===== src/rtl/amba_axi4_lite_rr_arbiter.sv =====
// Two-manager AXI4-Lite round-robin arbiter onto a single subordinate.
// Write and read paths arbitrate independently, one transaction each.
module amba_axi4_lite_rr_arbiter #(
    parameter int ADDRESS_WIDTH = 32,
    parameter int DATA_WIDTH    = 64
) (
    input  logic                         ACLK,
    input  logic                         ARESETn,
    input  logic [1:0]                   M_AWVALID,
    output logic [1:0]                   M_AWREADY,
    input  logic [2*ADDRESS_WIDTH-1:0]   M_AWADDR,
    input  logic [5:0]                   M_AWPROT,
    input  logic [1:0]                   M_WVALID,
    output logic [1:0]                   M_WREADY,
    input  logic [2*DATA_WIDTH-1:0]      M_WDATA,
    input  logic [2*(DATA_WIDTH/8)-1:0]  M_WSTRB,
    output logic [1:0]                   M_BVALID,
    input  logic [1:0]                   M_BREADY,
    output logic [3:0]                   M_BRESP,
    input  logic [1:0]                   M_ARVALID,
    output logic [1:0]                   M_ARREADY,
    input  logic [2*ADDRESS_WIDTH-1:0]   M_ARADDR,
    input  logic [5:0]                   M_ARPROT,
    output logic [1:0]                   M_RVALID,
    input  logic [1:0]                   M_RREADY,
    output logic [2*DATA_WIDTH-1:0]      M_RDATA,
    output logic [3:0]                   M_RRESP,
    output logic                         S_AWVALID,
    input  logic                         S_AWREADY,
    output logic [ADDRESS_WIDTH-1:0]     S_AWADDR,
    output logic [2:0]                   S_AWPROT,
    output logic                         S_WVALID,
    input  logic                         S_WREADY,
    output logic [DATA_WIDTH-1:0]        S_WDATA,
    output logic [(DATA_WIDTH/8)-1:0]    S_WSTRB,
    input  logic                         S_BVALID,
    output logic                         S_BREADY,
    input  logic [1:0]                   S_BRESP,
    output logic                         S_ARVALID,
    input  logic                         S_ARREADY,
    output logic [ADDRESS_WIDTH-1:0]     S_ARADDR,
    output logic [2:0]                   S_ARPROT,
    input  logic                         S_RVALID,
    output logic                         S_RREADY,
    input  logic [DATA_WIDTH-1:0]        S_RDATA,
    input  logic [1:0]                   S_RRESP
);

    localparam int STRB_WIDTH = DATA_WIDTH / 8;

    typedef enum logic [1:0] {W_IDLE, W_ADDR, W_RESP} wstate_e;
    typedef enum logic [1:0] {R_IDLE, R_ADDR, R_DATA} rstate_e;

    wstate_e wstate_q, wstate_d;
    rstate_e rstate_q, rstate_d;
    logic    wgrant_q, wgrant_d;
    logic    rgrant_q, rgrant_d;
    logic    wptr_q, wptr_d;
    logic    rptr_q, rptr_d;
    logic    aw_done_q, aw_done_d;
    logic    w_done_q, w_done_d;

    logic w_addr, w_resp, r_addr, r_data;
    logic aw_hs, w_hs, b_hs, ar_hs, r_hs;

    // Single requester wins outright; a tie goes to the pointer.
    function automatic logic pick(input logic [1:0] req, input logic ptr);
        pick = (req == 2'b11) ? ptr : req[1];
    endfunction

    function automatic logic [1:0] route(input logic en, input logic g);
        route = {en & g, en & ~g};
    endfunction

    assign w_addr = (wstate_q == W_ADDR);
    assign w_resp = (wstate_q == W_RESP);
    assign r_addr = (rstate_q == R_ADDR);
    assign r_data = (rstate_q == R_DATA);

    assign S_AWVALID = w_addr & M_AWVALID[wgrant_q] & ~aw_done_q;
    assign S_WVALID  = w_addr & M_WVALID[wgrant_q] & ~w_done_q;
    assign M_AWREADY = route(w_addr & ~aw_done_q & S_AWREADY, wgrant_q);
    assign M_WREADY  = route(w_addr & ~w_done_q & S_WREADY, wgrant_q);
    assign S_BREADY  = w_resp & M_BREADY[wgrant_q];
    assign M_BVALID  = route(w_resp & S_BVALID, wgrant_q);
    assign M_BRESP   = {2{S_BRESP}};

    assign S_ARVALID = r_addr & M_ARVALID[rgrant_q];
    assign M_ARREADY = route(r_addr & S_ARREADY, rgrant_q);
    assign S_RREADY  = r_data & M_RREADY[rgrant_q];
    assign M_RVALID  = route(r_data & S_RVALID, rgrant_q);
    assign M_RDATA   = {2{S_RDATA}};
    assign M_RRESP   = {2{S_RRESP}};

    assign aw_hs = S_AWVALID & S_AWREADY;
    assign w_hs  = S_WVALID & S_WREADY;
    assign b_hs  = S_BVALID & S_BREADY;
    assign ar_hs = S_ARVALID & S_ARREADY;
    assign r_hs  = S_RVALID & S_RREADY;

    // Payload follows the held grant, so it keeps the last winner while idle.
    assign S_AWADDR = wgrant_q ? M_AWADDR[2*ADDRESS_WIDTH-1:ADDRESS_WIDTH]
                               : M_AWADDR[ADDRESS_WIDTH-1:0];
    assign S_AWPROT = wgrant_q ? M_AWPROT[5:3] : M_AWPROT[2:0];
    assign S_WDATA  = wgrant_q ? M_WDATA[2*DATA_WIDTH-1:DATA_WIDTH]
                               : M_WDATA[DATA_WIDTH-1:0];
    assign S_WSTRB  = wgrant_q ? M_WSTRB[2*STRB_WIDTH-1:STRB_WIDTH]
                               : M_WSTRB[STRB_WIDTH-1:0];
    assign S_ARADDR = rgrant_q ? M_ARADDR[2*ADDRESS_WIDTH-1:ADDRESS_WIDTH]
                               : M_ARADDR[ADDRESS_WIDTH-1:0];
    assign S_ARPROT = rgrant_q ? M_ARPROT[5:3] : M_ARPROT[2:0];

    always_comb begin
        wstate_d  = wstate_q;
        wgrant_d  = wgrant_q;
        wptr_d    = wptr_q;
        aw_done_d = aw_done_q;
        w_done_d  = w_done_q;
        unique case (wstate_q)
            W_IDLE: begin
                aw_done_d = 1'b0;
                w_done_d  = 1'b0;
                if (|M_AWVALID) begin
                    wgrant_d = pick(M_AWVALID, wptr_q);
                    wstate_d = W_ADDR;
                end
            end
            W_ADDR: begin
                aw_done_d = aw_done_q | aw_hs;
                w_done_d  = w_done_q | w_hs;
                if (aw_done_d && w_done_d) wstate_d = W_RESP;
            end
            W_RESP: begin
                if (b_hs) begin
                    wptr_d   = ~wgrant_q;
                    wstate_d = W_IDLE;
                end
            end
            default: wstate_d = W_IDLE;
        endcase
    end

    always_comb begin
        rstate_d = rstate_q;
        rgrant_d = rgrant_q;
        rptr_d   = rptr_q;
        unique case (rstate_q)
            R_IDLE: begin
                if (|M_ARVALID) begin
                    rgrant_d = pick(M_ARVALID, rptr_q);
                    rstate_d = R_ADDR;
                end
            end
            R_ADDR: if (ar_hs) rstate_d = R_DATA;
            R_DATA: begin
                if (r_hs) begin
                    rptr_d   = ~rgrant_q;
                    rstate_d = R_IDLE;
                end
            end
            default: rstate_d = R_IDLE;
        endcase
    end

    always_ff @(posedge ACLK or negedge ARESETn) begin
        if (!ARESETn) begin
            wstate_q  <= W_IDLE;
            rstate_q  <= R_IDLE;
            wgrant_q  <= 1'b0;
            rgrant_q  <= 1'b0;
            wptr_q    <= 1'b0;
            rptr_q    <= 1'b0;
            aw_done_q <= 1'b0;
            w_done_q  <= 1'b0;
        end else begin
            wstate_q  <= wstate_d;
            rstate_q  <= rstate_d;
            wgrant_q  <= wgrant_d;
            rgrant_q  <= rgrant_d;
            wptr_q    <= wptr_d;
            rptr_q    <= rptr_d;
            aw_done_q <= aw_done_d;
            w_done_q  <= w_done_d;
        end
    end

endmodule


===== config.mk =====
export PLATFORM = sky130hd
export DESIGN_NAME = amba_axi4_lite_rr_arbiter
export DESIGN_NICKNAME = d
export VERILOG_FILES = /design/src/rtl/amba_axi4_lite_rr_arbiter.sv
export SDC_FILE = /design/constraint.sdc
export NUM_CORES = 1
export LEC_CHECK = 0
export ABC_AREA = 1
export BUFFER_PORTS_ARGS = -buffer_cell sky130_fd_sc_hd__buf_4
export CAP_MARGIN = 5
export CORE_AREA = 2 2 257 259
export DETAILED_ROUTE_END_ITERATION = 6
export DIE_AREA = 0 0 259 261
export GPL_ROUTABILITY_DRIVEN = 0
export GPL_TIMING_DRIVEN = 1
export PLACE_DENSITY_LB_ADDON = 0.05
export SLEW_MARGIN = 20
export SYNTH_ARGS = -nofsm -noshare
export SYNTH_HDL_FRONTEND = slang
export SYNTH_SLANG_ARGS = --single-unit
export TNS_END_PERCENT = 10

===== constraint.sdc =====
create_clock -name ACLK -period 1.35 [get_ports ACLK]
set_input_delay 0.27 -clock ACLK [delete_from_list [all_inputs] [get_ports ACLK]]
set_output_delay 0.27 -clock ACLK [all_outputs]
set_load 0.01 [all_outputs]

==> impl_results.md, run 1 <==
* Total CTS buffers at 3
* Largest net degree at the start of global routing at 27
* Syn Nets at 1064
* DR vias at 5390
* Initial antenna violation count at 9
* Post-synthesis sequential area ratio at 7.262%
* Setup Skew at 0.3706 ps
* Max-Cap Viols at 0
* Final setup viols at 160
* Power share of the combinational group at 91.0%
* Chip width at 259 um
* Cell area after layout at 8471 um^2
* Crit path from: wgrant_q$_DFFE_PN0P_
* R2R cell count at 8
* Syn Std Cell Area at 3446 um^2
* Overall power at 13.18 mW
* Clk buf depth at 2
* Worst rel slew slack at 83.21%
* Adder-Cell Fraction of Synth Area at 0%
* Largest family of logic cells by synthesized area: simple AND/OR/NAND/NOR gates
* Clk sinks at 10
* Clk pin slew, worst setup/hold paths at 50 ps
* Mux share of post-synthesis cell area at 0%
* Int Power at 6.922 mW
* DRT Wirelength at 29.69 mm
* Final worst slack at -413.5 ps
* # diodes at 0
* Row Count at 94
* Min-delay worst type: input pin to register
* Min-delay src: S_ARREADY
* Layout cells sized above 1 at 63.17%
* Synth area leader: nand2_1
* Max FO, Critical Path at 7
* Cell variety after synth at 21
* Worst setup endpoint: S_WDATA[59]
* DRC Markers at 0
* Cell repeated most along the worst path: buf_12
* Worst EP required at 1080 ps
* Post-route minimum period at 1764 ps
* Peak VDD IR at 0.3402 mV
* IO Pins at 662
* Hold path cells at 3
* Starting Density at 5.298%
* Layout area overhead at 145.8%
* Buf+Inv Stages, Crit Path at 4
* Initial detailed-routing violation count at 106
* Post-DP HPWL at 25.44 mm
* Status: finished with violations
* Fmax at 567.0 MHz
* Core box area at 65040 um^2
* Antenna viol nets, final at 0
* Clk pwr share at 4.6%
* Die H at 261 um
* Final #Nets at 1418
* Worst path slowest cell: dfrtp_4
* CP arrival at 1490 ps
* RSZ-0062 raised after global routing: true
* Vias in the first global route at 5422
* Failing checks: setup timing
* GRT Overall Usage at 7.746%
* Dpl cell area at 7243 um^2
* Worst-Margin Slew at 251.1 ps
* Setup TNS at -45990 ps
* DR pass1 iterations at 4
* Clk root buf: clkbuf_16
* H-tree Lvls at 1
* Crit path kind: register to output pin
* Period utilization at 130.6%
* Yosys top cell area share at 49.56%
* DR vias/cell at 2.819
* Worst path max stage delay at 520 ps
* Net Sw Frac at 47.46%
* Synth area leaders: nand2_1, buf_4, dfrtp_1, buf_2, inv_1
* Clk_lat worst skew at 240 ps
* Inst Count DP at 1891
* Fin. Hold Viols at 0
* PortBufs at 457
* Synth Area per Inst at 4.958 um^2
* Origin of the critical flop-to-flop path: wgrant_q$_DFFE_PN0P_
* CP delay by family, top: buffers and inverters
* DIE AREA at 67600 um^2
* Power share of the sequential group at 4.4%
* Simple-gate area share of the yosys netlist at 53.30%
* Crit-path cells: buf_12 -> buf_12 -> buf_12 -> nand2_4 -> nand2_4 -> buf_6
* Leak at 4.502 nW
* RR Endpoint: wstate_q[0]$_DFFE_PN0P_
* Yosys reg bits at 10
* First-pass GRT wire length at 38.03 mm
* Ys Warns at 0
* Sw power at 6.253 mW
* Final Non-Filler Cells at 1912
* Setup crit end kind: output pin
* Flop-to-flop setup slack at -80 ps
* Grt ovf at 0
* Crit start category: register
* Final Max Tran Viols at 0
* WL per Instance at 15.53 um
* CTS tree: built
* Synth Area in Compound Gates at 2.505%
* Pre-CTS WS at -340.3 ps
* Cell depth of the worst setup path at 6
* Mapped Cells at 695
* Synth Area in XOR/XNOR at 0%
* PwrDens at 1555 nW/um^2
==> metal layers <==
| layer | wire [um] | vias to the layer above | GRT usage [%] |
|---|---|---|---|
| met4 | 607 | 18 | 1.477 |
| met1 | 9859 | 2294 | 7.392 |
| li1 | - | 2649 | - |
| met2 | 15090 | 363 | 14.39 |
| met3 | 4012 | 66 | 4.539 |
| met5 | 119 | - | 0 |
==> through the flow <==
stage                     util (%)  hold slack [ps]
after floorplan                  -           -25.59
after global placement       11.14            146.9
after detailed placement     11.14            138.8
after CTS                    11.69            288.2
after global routing         13.02            309.6
final                        13.02            282.8
==> flip-flops by register name, summed over array words and instances (netlist names) <==
| name | cells |
|---|---|
| w_done_q | 1 |
| wstate_q | 2 |
| rptr_q | 1 |
| rstate_q | 2 |
| aw_done_q | 1 |
| wptr_q | 1 |
| rgrant_q | 1 |
| wgrant_q | 1 |
==> synthesized netlist by cell type <==
cell and n:
nor3_1 7, nand2_1 455, or2_0 1, clkbuf_1 6, buf_4 145, buf_2 18, nor2_2 1, or2_2 1
o21ai_0 2, nand4_1 1, dfrtp_1 10, o21ai_1 3, nor2_1 14, a21oi_1 4, inv_1 17, or2_1 1
o32ai_1 2, inv_2 2, a21o_1 2, nand3_1 2, a21oi_2 1
==> how the worst min path moves through the flow <==
stage | endpoint | slack (ps)
after global routing | rstate_q[1]$_DFFE_PN0P_ | 310
after floorplan | aw_done_q$_DFFE_PN0P_ | -30
after CTS | rstate_q[1]$_DFFE_PN0P_ | 290
final | rstate_q[1]$_DFFE_PN0P_ | 280
after global placement | rstate_q[1]$_DFFE_PN0P_ | 150
after detailed placement | rstate_q[1]$_DFFE_PN0P_ | 140
==> worst reg2reg max path, stage by stage, from the launching register on <==
cell and delay [ps]:
dfrtp_4 480, buf_12 180, buf_12 150, nand2_2 70
nand2_4 70, nand3_2 90, nand2_2 90, nand2_1 50
a21o_1 150
==> area by class of cell <==
| cell class | count | area (um^2) |
|---|---|---|
| Clock buffer | 4 | 88.84 |
| Fill cell | 7603 | 56570 |
| Inverter | 19 | 86.33 |
| Multi-Input combinational cell | 497 | 2384 |
| Sequential cell | 10 | 254.0 |
| Tap cell | 864 | 1081 |
| Timing Repair Buffer | 518 | 4577 |
==> cells in the final DEF, fill, tap and decap left out <==
master / synthesis / routed
nor3_2: 0 / 2
or2_1: 1 / 1
dfrtp_4: 0 / 1
clkbuf_16: 0 / 9
clkbuf_8: 0 / 1
nand2_1: 455 / 336
buf_12: 0 / 15
or2_0: 1 / 1
nor3_4: 0 / 2
dlygate4sd3_1: 0 / 1
o21ai_0: 2 / 1
nor2_4: 0 / 3
inv_1: 17 / 15
buf_16: 0 / 2
nand2_2: 0 / 102
nor2_1: 14 / 7
nor2_2: 1 / 5
nor3_1: 7 / 3
o32ai_1: 2 / 2
nand4_1: 1 / 1
nand3_2: 0 / 1
nand3_1: 2 / 1
inv_2: 2 / 2
inv_4: 0 / 1
nand2_4: 0 / 17
buf_8: 0 / 4
or2_2: 1 / 1
dfrtp_1: 10 / 9
buf_4: 145 / 404
buf_6: 0 / 86
a21oi_1: 4 / 2
clkinv_8: 0 / 1
o21ai_1: 3 / 4
a21oi_2: 1 / 3
a21o_1: 2 / 2
==> logic make-up after synthesis <==
| kind of cell | after synthesis |
|---|---|
| flip-flops | 10 |
| AND/OR/NAND/NOR | 483 |
| buffers and inverters | 188 |
| AO/OA/AOI/OAI | 14 |
==> power groups by stage <==
stage / logic (mW) / registers, mW / clock network, mW
3_5_place_dp: 9.86 / 0.543 / 0
2_1_floorplan: 4.32 / 0.493 / 0
3_3_place_gp: 10.0 / 0.546 / 0
4_1_cts: 10.4 / 0.565 / 0.638
6_report: 12.0 / 0.574 / 0.609
5_1_grt: 13.1 / 0.588 / 0.657
==> timing repair <==
action	4_1_cts	5_1_grt
gates cloned	0	8
setup buffers	7	2
hold buffers	1	0
gates resized for setup	65	200
endpoints found under the hold margin	10	0
pin swaps	0	37
setup endpoints to repair	161	165
(Power assumes the default switching activity.)
==> inputs of run 2 (changes only) <==
MAX_ROUTING_LAYER = met4   (was default)
==> run 2 against run 1 <==
Against the previous run:
- the run still ends with setup timing left
- largest power group unchanged
- clock-buffer cell count is the same
- sequential share of layout area is essentially flat
- hold slack lost 1.3 ps
- clock skew is essentially flat
==> impl_results.md, run 2 (synthesis results as in run 1) <==
* Status: finished with violations
* Failing checks: setup timing
* CTS tree: built
* IO Pins at 662 (unchanged)
* RR Endpoint: wstate_q[0]$_DFFE_PN0P_
* DR vias at 5357 (-0.61%)
* Setup Skew at 0.3119 ps (-0.05873 ps)
* Vias in the first global route at 5444 (+0.41%)
* Clk buf depth at 2 (unchanged)
* Row Count at 94 (unchanged)
* Clk pin slew, worst setup/hold paths at 50 ps (about the same)
* CP arrival at 1500 ps (about the same)
* Crit path kind: register to output pin
* DIE AREA at 67600 um^2 (unchanged)
* Hold path cells at 3 (unchanged)
* Dpl cell area at 7243 um^2 (unchanged)
* PortBufs at 457 (unchanged)
* Min-delay worst type: input pin to register
* Fill cell count at 7601 (-0.026%)
* Fmax at 565.6 MHz (-0.26%)
* Cell area after layout at 8517 um^2 (+0.55%)
* Overall power at 13.23 mW (+0.40%)
* Final worst slack at -418.1 ps (-4.602 ps)
* Post-route minimum period at 1768 ps (+4.602 ps)
* GRT Overall Usage at 7.983% (+0.24 points)
* Flop-to-flop setup slack at -80 ps (about the same)
* Initial detailed-routing violation count at 105 (-0.94%)
* Top Registers: rstate_q x2, wstate_q x2
* Max-Cap Viols at 0 (unchanged)
* Clk root buf: clkbuf_16
* Final Max Tran Viols at 0 (unchanged)
* Max FO, Critical Path at 7 (unchanged)
* Post-DP HPWL at 25.44 mm (unchanged)
* H-tree Lvls at 1 (unchanged)
* Grt ovf at 0 (unchanged)
* R2R cell count at 8 (unchanged)
* DRT Wirelength at 29.71 mm (about the same)
* DR pass1 iterations at 4 (unchanged)
* Crit start category: register
* RSZ-0062 raised after global routing: true
* Total CTS buffers at 3 (unchanged)
* Antenna viol nets, final at 0 (unchanged)
* Initial antenna violation count at 9 (unchanged)
* Origin of the critical flop-to-flop path: wgrant_q$_DFFE_PN0P_
* Largest net degree at the start of global routing at 27 (unchanged)
* Die H at 261 um (unchanged)
* Worst Hold Path EP: rstate_q[1]$_DFFE_PN0P_
* Worst-Margin Slew at 251.3 ps (+0.1302 ps)
* Setup crit end kind: output pin
* Worst rel slew slack at 83.20% (about the same)
* DR vias/cell at 2.789 (-1.1%)
* First-pass GRT wire length at 37.92 mm (-0.31%)
* Final #Nets at 1418 (unchanged)
* Final setup viols at 160 (unchanged)
* Fin. Hold Viols at 0 (unchanged)
* Clk_lat worst skew at 240 ps (about the same)
* DRC Markers at 0 (unchanged)
* Final Non-Filler Cells at 1921 (+0.47%)
* Period utilization at 131.0% (+0.34 points)
* Clk sinks at 10 (unchanged)
* Min-delay src: S_ARREADY
* Multi-input gate area at 2404 um^2 (+0.84%)
* Layout cells sized above 1 at 63.17% (unchanged)
* PwrDens at 1553 nW/um^2 (-0.15%)
* Core box area at 65040 um^2 (unchanged)
* Worst EP required at 1080 ps (about the same)
* Commonest non-fill, non-tap cell in the layout: buf_4
* Starting Density at 5.298% (unchanged)
* Crit path from: wgrant_q$_DFFE_PN0P_
* WL per Instance at 15.46 um (-0.41%)
* Layout area overhead at 147.2%
* Leak at 4.529 nW (+0.59%)
* FF+latch area at 254.0 um^2 (unchanged)
* Chip width at 259 um (unchanged)
* Inst Count DP at 1891 (unchanged)
* Peak VDD IR at 0.3481 mV (+2.3%)
* Most frequent cells in the layout: buf_4, nand2_1, nand2_2, buf_6, nand2_4
==> run 2: worst max-delay path by stage <==
stage	slack, ps	cells past startpoint	end
global route	-450	6	S_AWADDR[15]
CTS	-440	6	S_WDATA[8]
detailed placement	-340	5	S_WDATA[52]
finish	-420	6	S_WDATA[59]
floorplan	40	6	S_AWADDR[10]
global placement	-350	5	S_WDATA[52]
==> run 2: stage by stage <==
step	util [%]	TNS, ps	setup slack, ps	hold WS (ps)
after floorplan	-	0	44.10	-25.59
after global placement	11.14	-18850	-346.0	146.9
after detailed placement	11.14	-19140	-340.3	138.8
after CTS	11.69	-49800	-442.2	288.2
after global routing	13.09	-56700	-450.5	309.8
final	13.09	-46180	-418.1	281.4
==> run 2: final cells by class <==
class / instances / share of cell area, %
diodes: 9 / 0.2644
clock buffers: 4 / 1.043
inverters: 19 / 1.014
multi-input cells: 497 / 28.22
flip-flops and latches: 10 / 2.982
well taps: 864 / 12.69
repair buffers: 518 / 53.78
==> run 2: power breakdown <==
group          leakage [nW]  internal (mW)  switching, mW
Sequential            0.125          0.437          0.137
Clock                0.0442          0.448          0.165
Combinational          4.36           6.05           5.98
Total                  4.53           6.94           6.29
==> run 2: layer usage <==
layer	vias up	global-route usage [%]	share of wire [%]	routed length, um
li1	2664	-	-	-
met1	2286	7.251	33	9873
met2	361	14.45	51	15250
met3	46	4.694	14	4063
met4	0	1.477	1.7	516
met5	-	-	0	0
==> run 2: what timing repair did <==
action | 4_1_cts | 5_1_grt
hold buffers | 1 | 0
buffers inserted | 7 | 2
endpoints found under the hold margin | 10 | 0
resized for setup | 65 | 205
cloned | 0 | 8
endpoints found under the setup margin | 161 | 164
pin swaps | 0 | 37
==> run 2: worst max-delay path, stage by stage (launching register included) <==
cell     delay, ps
dfrtp_4        520
buf_12         180
buf_12         140
buf_12         140
nand2_4         60
nand2_4         50
buf_6          140
